<file path="src/rtl/rf_wb_pkg.sv">
// Shared widths and the writeback payload type for the register-file write arbiter.
package rf_wb_pkg;

  localparam int unsigned REG_AW = 5;
  localparam int unsigned DATA_W = 32;
  localparam int unsigned NREG   = 32;

  typedef struct packed {
    logic [REG_AW-1:0] waddr;
    logic [DATA_W-1:0] wdata;
  } wb_entry_t;

endpackage

</file>
<file path="src/rtl/rf_wb_fifo.sv">
// Synchronous FIFO of writeback entries; pointers carry one extra wrap bit.
module rf_wb_fifo
  import rf_wb_pkg::*;
#(
  parameter int unsigned DEPTH = 4
) (
  input  logic      clk,
  input  logic      rst,
  input  logic      push,
  input  logic      pop,
  input  wb_entry_t din,
  output logic      full_c,
  output logic      empty_c,
  output wb_entry_t head_c
);

  localparam int unsigned IDX_W = $clog2(DEPTH);
  localparam int unsigned PTR_W = IDX_W + 1;

  wb_entry_t        mem [DEPTH];
  logic [PTR_W-1:0] wr_ptr;
  logic [PTR_W-1:0] rd_ptr;
  logic             do_push;
  logic             do_pop;

  assign do_push = push && !full_c;
  assign do_pop  = pop && !empty_c;

  assign full_c  = (wr_ptr[PTR_W-1] != rd_ptr[PTR_W-1]) &&
                   (wr_ptr[IDX_W-1:0] == rd_ptr[IDX_W-1:0]);
  assign empty_c = (wr_ptr == rd_ptr);
  assign head_c  = mem[rd_ptr[IDX_W-1:0]];

  // Pointer update; reset discards every buffered entry.
  always_ff @(posedge clk) begin
    if (rst) begin
      wr_ptr <= '0;
      rd_ptr <= '0;
    end else begin
      if (do_push) wr_ptr <= wr_ptr + PTR_W'(1);
      if (do_pop)  rd_ptr <= rd_ptr + PTR_W'(1);
    end
  end

  // Storage write; contents need no reset since empty_c masks them.
  always_ff @(posedge clk) begin
    if (do_push) mem[wr_ptr[IDX_W-1:0]] <= din;
  end

endmodule

</file>
<file path="src/rtl/rf_wb_arbiter.sv">
// Register-file write-port arbiter: pipeline writebacks win, long-latency
// results queue in a FIFO and drain in idle slots.
// Optional scoreboard enabled by defining RF_WB_SCOREBOARD_EN.
module rf_wb_arbiter
  import rf_wb_pkg::*;
#(
  parameter int unsigned DEPTH    = 4,
  parameter int unsigned MAX_WAIT = 8
) (
  input  logic              clk,
  input  logic              rst,
  input  logic              a_valid,
  input  logic [REG_AW-1:0] a_waddr,
  input  logic [DATA_W-1:0] a_wdata,
  input  logic              b_valid,
  output logic              b_ready,
  input  logic [REG_AW-1:0] b_waddr,
  input  logic [DATA_W-1:0] b_wdata,
  input  logic              iss_valid,
  input  logic [REG_AW-1:0] iss_waddr,
  output logic [NREG-1:0]   busy,
  output logic              stall_req,
  output logic              we,
  output logic [REG_AW-1:0] waddr,
  output logic [DATA_W-1:0] wdata
);

  localparam int unsigned WAIT_W = $clog2(MAX_WAIT + 1);

  wb_entry_t         push_entry;
  wb_entry_t         head;
  logic              full;
  logic              empty;
  logic              push;
  logic              pop;
  logic              sel_a;
  logic              sel_b;
  logic [WAIT_W-1:0] wait_cnt;

  assign push_entry.waddr = b_waddr;
  assign push_entry.wdata = b_wdata;

  assign b_ready = !full;
  assign push    = b_valid && b_ready;
  assign sel_a   = a_valid && !rst;
  assign sel_b   = !a_valid && !empty && !rst;
  assign pop     = sel_b;

  assign stall_req = (wait_cnt == WAIT_W'(MAX_WAIT));

  rf_wb_fifo #(
    .DEPTH (DEPTH)
  ) u_fifo (
    .clk     (clk),
    .rst     (rst),
    .push    (push),
    .pop     (pop),
    .din     (push_entry),
    .full_c  (full),
    .empty_c (empty),
    .head_c  (head)
  );

  // Write-port mux; register 0 is never written.
  always_comb begin
    we    = 1'b0;
    waddr = '0;
    wdata = '0;
    if (sel_a) begin
      we    = (a_waddr != '0);
      waddr = a_waddr;
      wdata = a_wdata;
    end else if (sel_b) begin
      we    = (head.waddr != '0);
      waddr = head.waddr;
      wdata = head.wdata;
    end
  end

  // Starvation counter: counts cycles where queued results lose to the pipeline.
  always_ff @(posedge clk) begin
    if (rst) begin
      wait_cnt <= '0;
    end else if (pop || empty) begin
      wait_cnt <= '0;
    end else if (a_valid && !stall_req) begin
      wait_cnt <= wait_cnt + WAIT_W'(1);
    end
  end

`ifdef RF_WB_SCOREBOARD_EN
  logic [NREG-1:0] busy_q;
  logic [NREG-1:0] set_mask;
  logic [NREG-1:0] clr_mask;

  // Per-register set/clear requests for this cycle; issue beats retire.
  always_comb begin
    set_mask = '0;
    clr_mask = '0;
    if (iss_valid) set_mask[iss_waddr] = 1'b1;
    if (pop)       clr_mask[head.waddr] = 1'b1;
    set_mask[0] = 1'b0;
  end

  // Pending-destination scoreboard.
  always_ff @(posedge clk) begin
    if (rst) begin
      busy_q <= '0;
    end else begin
      busy_q <= (busy_q & ~clr_mask) | set_mask;
    end
  end

  assign busy = busy_q;
`else
  logic unused_iss;
  assign unused_iss = ^{iss_valid, iss_waddr};
  assign busy       = '0;
`endif

endmodule
</file>
<file path="config.mk">
export PLATFORM = sky130hd
export DESIGN_NAME = rf_wb_arbiter
export DESIGN_NICKNAME = d
export VERILOG_FILES = /design/src/rtl/rf_wb_pkg.sv /design/src/rtl/rf_wb_fifo.sv /design/src/rtl/rf_wb_arbiter.sv
export SDC_FILE = /design/constraint.sdc
export NUM_CORES = 1
export LEC_CHECK = 0
export CELL_PAD_IN_SITES_DETAIL_PLACEMENT = 1
export CELL_PAD_IN_SITES_GLOBAL_PLACEMENT = 1
export CORE_ASPECT_RATIO = 0.5
export CORE_UTILIZATION = 40
export DETAILED_ROUTE_END_ITERATION = 10
export PLACE_DENSITY_LB_ADDON = 0.1
export SLEW_MARGIN = 20
export SYNTH_ARGS = -nofsm -noshare
export SYNTH_HDL_FRONTEND = slang
export SYNTH_HIERARCHICAL = 1
export SYNTH_SLANG_ARGS = --single-unit
</file>
<file path="constraint.sdc">
create_clock -name clk -period 4.5 [get_ports clk]
set_input_delay 1.35 -clock clk [delete_from_list [all_inputs] [get_ports clk]]
set_output_delay 1.35 -clock clk [all_outputs]
set_load 0.02 [all_outputs]
</file>
==> impl_metrics.yaml <==
critical_path:
  rr_worst_depth: 9
  cp_max_fo: 21
  criticalPathCategory: "in2out"
  r2r-end: "u_fifo/mem[1][7]"
  critical_path.startpoint_type: "input port"
  reg2reg_slack_ns: 1.57
  regToRegStartpoint: "u_fifo/wr_ptr[1]"
  arrival_ns: 3.08
  cp.required_ns: 3.15
  crit_start: "a_valid"
  cp-end-kind: "primary output"
yosys:
  synthFlopType: "edfxtp_1"
  ys_seq_area_frac: 0.691
  synth_cells: 370
  synth_edf_count: 148
  ys_seq_elements: 160
  synthSimpleGateAreaFrac: 0.0323
  synth_cell_types: 38
  synth_top_family_by_area: "multiplexers"
  yosys-top-cells-area: "edfxtp_1 66%, mux4_2 12%, a22o_1 4.8%"
  synth_compound_area_frac: 0.0690
  synthesis.area_um2: 6780
  async_flop_share: 0
  synthAdderAreaFrac: 0.0129
  yosys.area.top_type: "edfxtp_1"
  yosys_warnings: 6
  synthMuxAreaShare: 0.124
  synth_top_area_frac: 0.655
  syn_area_per_cell_um2: 18.3
  synthXorXnorAreaFrac: 0.0103
clocking:
  cts_root_buf: "clkbuf_16"
  clk_path_buf_depth: 2
  htree_levels: 4
  clock_latency_ns: 0.42
  clk_pin_slew_ns: 0.07
  cts.sinks: 160
  cts_tree: "yes"
  cts-buffers-inserted: 17
worst_hold_path:
  hold_path_startpoint: "wait_cnt[2]"
  min_to: "wait_cnt[2]"
  worstHoldPathType: "reg2reg"
  hold_depth: 2
global_route:
  use_met3: 0.0388
  grt.met1_usage: 0.240
  overflow: 0
  grt_use_total: 0.176
  grt_max_degree: 36
  grt_busiest_layer: "met2"
  grt_first_pass_wirelength_mm: 22.1
  antenna_found_initial: 0
  grt_util_met2: 0.278
  grt_pass1_vias: 3946
layout:
  regArea_um2: 4690
  n_fill_cell: 1530
  nNetsFinal: 598
  post-route-cell-area_um2: 8840
  num_antenna_cells: 0
  multiInputGateArea_um2: 1840
  drive_above_1_share: 0.189
  area_growth_pct: 30.4
sta:
  tightest_slew_ns: 0.563
  period_minus_slack_ns: 4.43
  hold_violations: 0
  period_share: 0.985
  finalSetupViolCount: 0
  slew_violations: 0
  tns_ns: 0
  hold_slack_ns: 0.508
  maxSlewHeadroom: 0.625
  clock.fmax_mhz: 226
  fin_skew_ns: 0.00982
die:
  num_rows: 33
  start_util: 0.412
  ioPinCount: 156
  die_area_um2: 17500
  die_y_um: 94.1
  core_area_um2: 16500
  die_x_um: 186
route:
  vias_per_cell: 5.07
  drcViolationCount: 0
  postRouteAntennaNets: 0
  first_iter_violations: 183
  wl_per_cell_um: 19.2
  wl_mm: 14.3
  num_vias: 3783
  dr.pass1.iters: 4
power:
  switching_share: 0.290
  p_clk_frac: 0.328
  p_comb_frac: 0.257
  ir_drop_mv: 0.286
  p_leak_uw: 0.00314
  power_switching_uw: 1350
  powerDensity_nw_per_um2: 529
  pwr-share-seq: 0.416
  internal_power_uw: 3320
  power_uw: 4680
job:
  cap_viol_max_count: 0
place:
  place_area_um2: 8240
  gp_congestion: 0.709
  dp_hpwl_mm: 9.17
  placement.io_buffers: 117
outcome:
  outcome: "finished, final reports clean"
==> per-layer routing <==
layer | up-vias | share of wire
met5 | - | 0
met4 | 0 | 0.010
met3 | 13 | 0.039
met2 | 102 | 0.48
met1 | 1951 | 0.47
li1 | 1717 | -
==> power groups by stage <==
stage,logic (uW),clock network [uW],registers [uW]
after floorplan,809,0,1940
after global placement,1260,0,1960
after detailed placement,1260,0,1970
after CTS,1230,1560,1950
after global routing,1300,1610,1960
final,1200,1530,1940
==> cells in the mapped netlist, types with 2 or more instances <==
| library cell | number |
|---|---|
| nand3_1 | 4 |
| buf_6 | 2 |
| o21ai_1 | 2 |
| nand3b_1 | 3 |
| a22o_1 | 37 |
| xnor2_1 | 4 |
| o21ai_0 | 4 |
| xor2_1 | 4 |
| nand4_1 | 2 |
| and2_1 | 3 |
| mux4_2 | 37 |
| o211ai_1 | 5 |
| a41oi_1 | 2 |
| buf_2 | 7 |
| dfxtp_1 | 12 |
| or4_1 | 3 |
| nor2_1 | 6 |
| edfxtp_1 | 148 |
| inv_1 | 8 |
| a21oi_1 | 3 |
| nor3b_1 | 4 |
| buf_4 | 39 |
| a31oi_1 | 4 |
| ha_1 | 7 |
| nand2_1 | 7 |
==> timing repair <==
item,in CTS,in global routing
gates cloned,0,0
setup endpoints to repair,34,4
hold buffers,0,0
gates resized for setup,34,2
endpoints found under the hold margin,0,0
pin swaps,0,1
setup buffers,0,2
==> state kept, by name, summed over array words and instances (netlist names), named ones only <==
signal	count
wait_cnt	4
u_fifo/mem	148
u_fifo/rd_ptr	3
u_fifo/wr_ptr	3
==> worst max path at each step <==
stage,to,slack (ns),cells past startpoint
2_1_floorplan,u_fifo/mem[3][0],0.38,3
3_3_place_gp,wdata[9],-0.06,5
3_5_place_dp,wdata[9],-0.03,5
4_1_cts,wdata[24],0.0005,5
5_1_grt,wdata[26],-0.004,5
6_report,wdata[29],0.07,5
==> worst max-delay path, cell delays in order <==
cell and delay, ns:
clkdlybuf4s50_1 0.58, nor2b_4 0.23, buf_12 0.17, a22o_1 0.14, clkdlybuf4s50_1 0.60
==> cell families (layout without fill, tap and decap cells) <==
| group | Yosys count | in the layout |
|---|---|---|
| compound gates | 59 | 59 |
| xor+xnor | 8 | 8 |
| flops | 160 | 160 |
| simple gates | 38 | 38 |
| fa+ha+maj | 7 | 7 |
| mux | 38 | 38 |
| buf+inv | 59 | 177 |
| other cells | 1 | 32 |
==> layout by cell type, fill, tap and decap left out, drive strengths merged, types with 2 or more instances in the layout <==
cell type,n
a41oi,2
buf,21
a211o,2
dlygate4sd2,34
nand3,4
ha,7
bufinv,3
inv,16
nor2,6
and2,3
dfxtp,12
clkinv,2
mux4,37
xor2,4
conb,32
nor3b,4
o21ai,6
xnor2,4
nor2b,2
clkdlybuf4s50,81
a21oi,3
dlymetal6s2s,2
or4,3
clkbuf,17
a22o,37
a31oi,4
edfxtp,148
nand2,7
o211ai,5
nand4,2
nand3b,3
==> area by class of cell <==
| cell class | instances | share of cell area |
|---|---|---|
| Multi-Input combinational cell | 182 | 0.208 |
| Clock inverter | 14 | 0.0222 |
| Tap cell | 227 | 0.0321 |
| Sequential cell | 160 | 0.530 |
| Timing Repair Buffer | 138 | 0.156 |
| Clock buffer | 17 | 0.0481 |
| Inverter | 8 | 0.00340 |
==> through the flow <==
stage	setup WS [ns]	instances	utilization
3_5_place_dp	-0.0350	713	0.500
2_1_floorplan	0.376	401	-
6_report	0.0675	746	0.537
4_1_cts	0.000507	744	0.535
5_1_grt	-0.00377	746	0.537
3_3_place_gp	-0.0620	713	0.500
Power figures use the tool's default switching activity.
